File: src/rtl/vote_if.sv
// Voter button / ballot bundle between the button front-end driver and vote_capture.
// The master drives the raw buttons and clear; the slave returns the ballot.
interface vote_if;
    logic       A;
    logic       B;
    logic       C;
    logic       clear;
    logic       w;
    logic       n;
    logic       o;
    logic [2:0] voted;
    logic       ballot_valid;
    logic       closed_pulse;

    modport master (
        output A, B, C, clear,
        input  w, n, o, voted, ballot_valid, closed_pulse
    );

    modport slave (
        input  A, B, C, clear,
        output w, n, o, voted, ballot_valid, closed_pulse
    );
endinterface

File: src/rtl/vote_capture.sv
// Synchronises and debounces three voter buttons and collects one closed ballot per window.
// Define VOTE_TOGGLE_EN to let repeat presses toggle a voter's choice and restart the window.
module vote_capture #(
    parameter int unsigned DEBOUNCE_CYCLES = 250000,
    parameter int unsigned TIMEOUT_CYCLES  = 500000000
) (
    input logic  clk50MHz,
    input logic  rst,
    vote_if.slave bus
);
    localparam int unsigned DW = $clog2(DEBOUNCE_CYCLES);
    localparam int unsigned TW = $clog2(TIMEOUT_CYCLES);
    localparam logic [DW-1:0] DEB_MAX = DW'(DEBOUNCE_CYCLES - 1);
    localparam logic [TW-1:0] TMO_MAX = TW'(TIMEOUT_CYCLES - 1);

    typedef enum logic [1:0] {StIdle, StCollect, StClosed} state_e;

    logic [2:0]    raw;
    logic [2:0]    sync1_q;
    logic [2:0]    sync2_q;
    logic [2:0]    deb_q;
    logic [2:0]    deb_prev_q;
    logic [DW-1:0] cnt_q [3];
    logic [2:0]    press;

    state_e        state_q;
    logic [TW-1:0] timer_q;
    logic [2:0]    voted_q;
    logic [2:0]    voted_nxt;
    logic [2:0]    final_nxt;
    logic          w_q;
    logic          n_q;
    logic          o_q;
    logic          ballot_valid_q;
    logic          closed_pulse_q;
`ifdef VOTE_TOGGLE_EN
    logic [2:0]    choice_q;
    logic [2:0]    choice_nxt;
`endif

    assign raw = {bus.C, bus.B, bus.A};

    always_ff @(posedge clk50MHz or negedge rst) begin
        if (!rst) begin
            sync1_q    <= '0;
            sync2_q    <= '0;
            deb_prev_q <= '0;
        end else begin
            sync1_q    <= raw;
            sync2_q    <= sync1_q;
            deb_prev_q <= deb_q;
        end
    end

    // The debounced level only follows the synced level after it has differed for
    // DEBOUNCE_CYCLES consecutive cycles; any agreement restarts the count.
    always_ff @(posedge clk50MHz or negedge rst) begin
        if (!rst) begin
            deb_q <= '0;
            for (int i = 0; i < 3; i++) cnt_q[i] <= '0;
        end else begin
            for (int i = 0; i < 3; i++) begin
                if (sync2_q[i] != deb_q[i]) begin
                    if (cnt_q[i] == DEB_MAX) begin
                        deb_q[i] <= sync2_q[i];
                        cnt_q[i] <= '0;
                    end else begin
                        cnt_q[i] <= cnt_q[i] + DW'(1);
                    end
                end else begin
                    cnt_q[i] <= '0;
                end
            end
        end
    end

    assign press     = deb_q & ~deb_prev_q;
    // voted_q is always zero in IDLE, so the same merge serves the first press too.
    assign voted_nxt = voted_q | press;
`ifdef VOTE_TOGGLE_EN
    assign choice_nxt = (choice_q | (press & ~voted_q)) ^ (press & voted_q);
    assign final_nxt  = choice_nxt;
`else
    assign final_nxt  = voted_nxt;
`endif

    always_ff @(posedge clk50MHz or negedge rst) begin
        if (!rst) begin
            state_q        <= StIdle;
            timer_q        <= '0;
            voted_q        <= '0;
            w_q            <= 1'b0;
            n_q            <= 1'b0;
            o_q            <= 1'b0;
            ballot_valid_q <= 1'b0;
            closed_pulse_q <= 1'b0;
`ifdef VOTE_TOGGLE_EN
            choice_q       <= '0;
`endif
        end else begin
            closed_pulse_q <= 1'b0;
            unique case (state_q)
                StIdle: begin
                    timer_q <= '0;
                    voted_q <= voted_nxt;
`ifdef VOTE_TOGGLE_EN
                    choice_q <= choice_nxt;
`endif
                    if (&press) begin
                        state_q                 <= StClosed;
                        {o_q, n_q, w_q}         <= final_nxt;
                        ballot_valid_q          <= 1'b1;
                        closed_pulse_q          <= 1'b1;
                    end else if (|press) begin
                        state_q <= StCollect;
                    end
                end
                StCollect: begin
                    if (bus.clear) begin
                        state_q <= StIdle;
                        timer_q <= '0;
                        voted_q <= '0;
`ifdef VOTE_TOGGLE_EN
                        choice_q <= '0;
`endif
                    end else begin
                        voted_q <= voted_nxt;
`ifdef VOTE_TOGGLE_EN
                        choice_q <= choice_nxt;
`endif
                        // A press landing on the timeout cycle is already merged above.
                        if (voted_nxt == 3'b111 || timer_q == TMO_MAX) begin
                            state_q         <= StClosed;
                            {o_q, n_q, w_q} <= final_nxt;
                            ballot_valid_q  <= 1'b1;
                            closed_pulse_q  <= 1'b1;
`ifdef VOTE_TOGGLE_EN
                        end else if (|press) begin
                            timer_q <= '0;
`endif
                        end else begin
                            timer_q <= timer_q + TW'(1);
                        end
                    end
                end
                StClosed: begin
                    if (bus.clear) begin
                        state_q        <= StIdle;
                        timer_q        <= '0;
                        voted_q        <= '0;
                        w_q            <= 1'b0;
                        n_q            <= 1'b0;
                        o_q            <= 1'b0;
                        ballot_valid_q <= 1'b0;
`ifdef VOTE_TOGGLE_EN
                        choice_q       <= '0;
`endif
                    end
                end
                default: state_q <= StIdle;
            endcase
        end
    end

    assign bus.w            = w_q;
    assign bus.n            = n_q;
    assign bus.o            = o_q;
    assign bus.voted        = voted_q;
    assign bus.ballot_valid = ballot_valid_q;
    assign bus.closed_pulse = closed_pulse_q;
endmodule

File: src/flat_wrapper.sv
// flat-port wrapper written by rule: the top's interface ports become plain ports
module vote_capture_flat 
#(
    parameter int unsigned DEBOUNCE_CYCLES = 250000,
    parameter int unsigned TIMEOUT_CYCLES  = 500000000
)
  (clk50MHz, rst, bus_A, bus_B, bus_C, bus_clear, bus_w, bus_n, bus_o, bus_voted, bus_ballot_valid, bus_closed_pulse);
  vote_if bus_i ();
  input logic clk50MHz;
  input logic rst;
  input wire logic [$bits(bus_i.A)-1:0] bus_A;
  input wire logic [$bits(bus_i.B)-1:0] bus_B;
  input wire logic [$bits(bus_i.C)-1:0] bus_C;
  input wire logic [$bits(bus_i.clear)-1:0] bus_clear;
  output wire logic [$bits(bus_i.w)-1:0] bus_w;
  output wire logic [$bits(bus_i.n)-1:0] bus_n;
  output wire logic [$bits(bus_i.o)-1:0] bus_o;
  output wire logic [$bits(bus_i.voted)-1:0] bus_voted;
  output wire logic [$bits(bus_i.ballot_valid)-1:0] bus_ballot_valid;
  output wire logic [$bits(bus_i.closed_pulse)-1:0] bus_closed_pulse;
  assign bus_i.A = bus_A;
  assign bus_i.B = bus_B;
  assign bus_i.C = bus_C;
  assign bus_i.clear = bus_clear;
  assign bus_w = bus_i.w;
  assign bus_n = bus_i.n;
  assign bus_o = bus_i.o;
  assign bus_voted = bus_i.voted;
  assign bus_ballot_valid = bus_i.ballot_valid;
  assign bus_closed_pulse = bus_i.closed_pulse;
  vote_capture #(.DEBOUNCE_CYCLES(DEBOUNCE_CYCLES), .TIMEOUT_CYCLES(TIMEOUT_CYCLES)) u_core (.clk50MHz(clk50MHz), .rst(rst), .bus(bus_i));
endmodule
File: config.mk
export PLATFORM = sky130hd
export DESIGN_NAME = vote_capture_flat
export DESIGN_NICKNAME = d
export VERILOG_FILES = /design/src/rtl/vote_if.sv /design/src/rtl/vote_capture.sv /design/src/flat_wrapper.sv
export SDC_FILE = /design/constraint.sdc
export NUM_CORES = 1
export LEC_CHECK = 0
export BUFFER_PORTS_ARGS = -buffer_cell sky130_fd_sc_hd__buf_2
export CAP_MARGIN = 10
export CORE_ASPECT_RATIO = 1.75
export CORE_MARGIN = 2
export CORE_UTILIZATION = 30
export DETAILED_ROUTE_END_ITERATION = 8
export GPL_ROUTABILITY_DRIVEN = 0
export PLACE_DENSITY = 0.4
export REMOVE_ABC_BUFFERS = 1
export SLEW_MARGIN = 0
export SYNTH_ARGS = -nofsm -noshare
export SYNTH_HDL_FRONTEND = slang
export SYNTH_SLANG_ARGS = --single-unit
export TNS_END_PERCENT = 100
File: constraint.sdc
create_clock -name clk50MHz -period 2.55 [get_ports clk50MHz]
set_input_delay 0.765 -clock clk50MHz [delete_from_list [all_inputs] [get_ports clk50MHz]]
set_output_delay 0.765 -clock clk50MHz [all_outputs]
set_load 0.05 [all_outputs]
==> flow_summary.yaml <==
synthesis:
  synth_xor_xnor_area_share_pct: 8.41
  synth_compound_area_share_pct: 8.34
  synth_area_um2: 5210
  yosys.area.top_type_share_pct: 50.5
  ys_ff_latch: 105
  synth_commonest_cells: "dfrtp_1 (105), nor2_1 (72), nand2_1 (43), nand3_1 (40), xor2_1 (26)"
  yosysSeqAreaShare_pct: 50.5
  synthAdderAreaFrac_pct: 1.92
  synth_area_per_cell_um2: 9.80
  yosys-top-cells-area: "dfrtp_1 (50%), nor2_1 (5.2%), xor2_1 (4.4%), xnor2_1 (4.0%), nand3_1 (3.8%)"
  muxShareOfSynthArea_pct: 3.10
  synth_ff_type: "dfrtp_1"
  yosysWarningCount: 0
  synthSimpleGateAreaFrac_pct: 25.5
  synthDistinctLibCells: 48
  yosysMostFrequentCell: "dfrtp_1"
  syn_inst: 531
  synth_top_family_by_area: "simple AND/OR/NAND/NOR gates"
  synthArstFlopShare_pct: 100
  yosysTopAreaCell: "dfrtp_1"
  synth-edff-count: 0
cts:
  hold_buffers: 0
  cts.clk_slew.worst_paths_ns: 0.08
  cts_tree: "yes"
  cts_resized: 0
  htreeDepth: 3
  cts.root.buffer_cell: "clkbuf_16"
  clock_path_buffers: 2
  cts_setup_buffers: 0
  cts.sinks: 105
  numCtsBuffers: 9
  clk_latency_ns: 0.36
critical_path:
  crit_chain: "or3_1 > nor4_2 > a21oi_2 > a211oi_4 > mux2_4"
  worst_setup_path_start_kind: "flop"
  path_class: "reg2reg"
  critical-path-max-stage-delay_ns: 0.44
  crit_arrival_ns: 2.61
  reg2reg_depth: 5
  crit_required_ns: 2.79
  path_depth: 5
  endpoint_kind: "flop"
  worst-path-buf-inv: 0
  crit_fanout: 7
  cp_top_family: "simple AND/OR/NAND/NOR gates"
  crit_slowest_cell: "dfrtp_1"
sta:
  fin_crit_ns: 2.37
  max_slew_margin_pct: 60.0
  final_max_slew_viol_count: 0
  timing_hold_violations_final: 0
  final.setup.tns_ns: 0
  finalCritPeriodShare_pct: 93.0
  setup_viol: 0
  fin_skew_ns: 0.0117
  rsz0062_at_grt: "false"
  fmax_ghz: 0.422
  tightest_slew_ns: 0.598
place:
  place_hpwl_mm: 8.89
  place_inst: 776
  portBuffers: 13
route:
  drt_iter0_markers: 133
  wl_mm: 12.5
  num_vias: 3942
  postRouteAntennaNets: 0
  drt-pass1-iter-count: 4
  via_per_inst: 4.98
  drc: 0
  wl_per_cell_um: 15.8
power_and_ir_drop:
  ir_drop_v: 0.000373
  p_int_mw: 2.69
  power_frac_clock_pct: 35.5
  seqPwrFrac_pct: 44.1
  p_sw_mw: 1.29
  switching_share_pct: 32.4
  pwr-share-comb_pct: 20.4
  power-per-cell-area_nw_per_um2: 666
  leakagePower_nw: 2.44
floorplanning:
  die_area_um2: 18500
  placeableCoreArea_um2: 16900
  start_util_pct: 30.7
  num_rows: 63
  die_h_um: 178
  die_w_um: 104
  pin_count: 14
hold_path:
  hp-class: "in2async"
run_status:
  outcome: "finished, final reports clean"
global_route:
  grt_max_degree: 40
  gr-total-overflow: 0
  grt_pass1_vias: 4046
  grt_pass1_wl_mm: 21.3
  antenna_found_initial: 0
  grt_use_total_pct: 14.6
cells_and_area:
  n_antenna_cell: 0
  syn2layout_area_growth_pct: 14.6
  finalNetCount: 574
  n_fill_cell: 1721
  finalNonFillerCells: 792
  drive_above_1_share_pct: 12.4
run:
  drv_cap: 0
per-stage QoR:
stage | power (mW) | hold slack [ns] | cell area, um2 | util, % | setup slack [ns]
after floorplan | 2.27 | 0.331 | 5150 | - | 0.152
after global placement | 2.60 | 0.339 | 5670 | 33.4 | 0.226
after detailed placement | 2.61 | 0.337 | 5670 | 33.4 | 0.195
after CTS | 4.05 | 0.339 | 5960 | 35.2 | 0.199
after global routing | 4.19 | 0.351 | 5960 | 35.2 | 0.0540
final | 3.97 | 0.328 | 5960 | 35.2 | 0.178
cell usage in the layout (no fill, tap or decap), types with 4 or more instances in the layout:
cell type / instances
nand2_1: 43
nand4_1: 19
a211oi_1: 5
nand2b_1: 7
buf_2: 12
mux2i_1: 6
and4_1: 4
or2_2: 8
clkbuf_16: 9
xor2_1: 26
or3_1: 13
xnor2_1: 24
a2bb2oi_1: 4
dfrtp_1: 105
ha_1: 8
nor4_1: 10
and3_1: 7
or4_1: 6
inv_1: 15
a21oi_1: 22
mux2_2: 5
nor2_1: 72
nor3_1: 15
o21ai_0: 17
buf_4: 18
o211ai_1: 5
nand3_1: 40
power groups by stage:
stage	registers [mW]	clock network (mW)	logic (mW)
2_1_floorplan	1.80	0	0.476
3_3_place_gp	1.79	0	0.812
3_5_place_dp	1.79	0	0.821
4_1_cts	1.76	1.47	0.828
5_1_grt	1.76	1.53	0.902
6_report	1.75	1.41	0.810
worst paths after layout:
path	from	endpoint	slack, ns
max in group asynchronous	rst	u_core.cnt_q[6]	1.55
min in group clk50MHz	u_core.sync1_q[2]	u_core.sync2_q[2]	0.35
setup reg to reg	u_core.timer_q[25]	u_core.bus.n	0.18
hold / removal	rst	u_core.timer_q[27]	0.33
setup / recovery	u_core.timer_q[25]	u_core.bus.n	0.18
hold reg to reg	u_core.sync1_q[2]	u_core.sync2_q[2]	0.35
cell families after synthesis:
kind of cell / count (synthesis)
XOR/XNOR: 50
AO/OA/AOI/OAI: 66
AND/OR/NAND/NOR: 259
buffers and inverters: 29
flip-flops: 105
multiplexers: 14
adder cells (fa/ha/maj): 8
state kept, by name, indices dropped and copies added, names as in the netlist, 2 cells and up:
register,flops
u_core.cnt_q,54
u_core.bus.voted,3
u_core.sync2_q,3
u_core.state_q,2
u_core.deb_prev_q,3
u_core.timer_q,29
u_core.deb_q,3
u_core.sync1_q,3
per-layer routing:
metal | track usage (%) | wire (um) | vias up
met3 | 2.92 | 395 | 16
li1 | - | - | 1937
met2 | 26.1 | 6550 | 43
met1 | 17.0 | 5330 | 1946
met5 | 0 | 0 | -
met4 | 5.91 | 271 | 0
layout make-up:
| class | instances | area (um2) | area share (%) |
|---|---|---|---|
| clock buffer | 9 | 225 | 3.78 |
| clock inverter | 7 | 72.6 | 1.22 |
| inverter | 15 | 56.3 | 0.944 |
| multi-input combinational | 397 | 2460 | 41.3 |
| sequential | 105 | 2630 | 44.1 |
| tap | 227 | 284 | 4.76 |
| timing repair buffer | 32 | 235 | 3.94 |
Note: power is estimated with default switching activity, not from simulation.
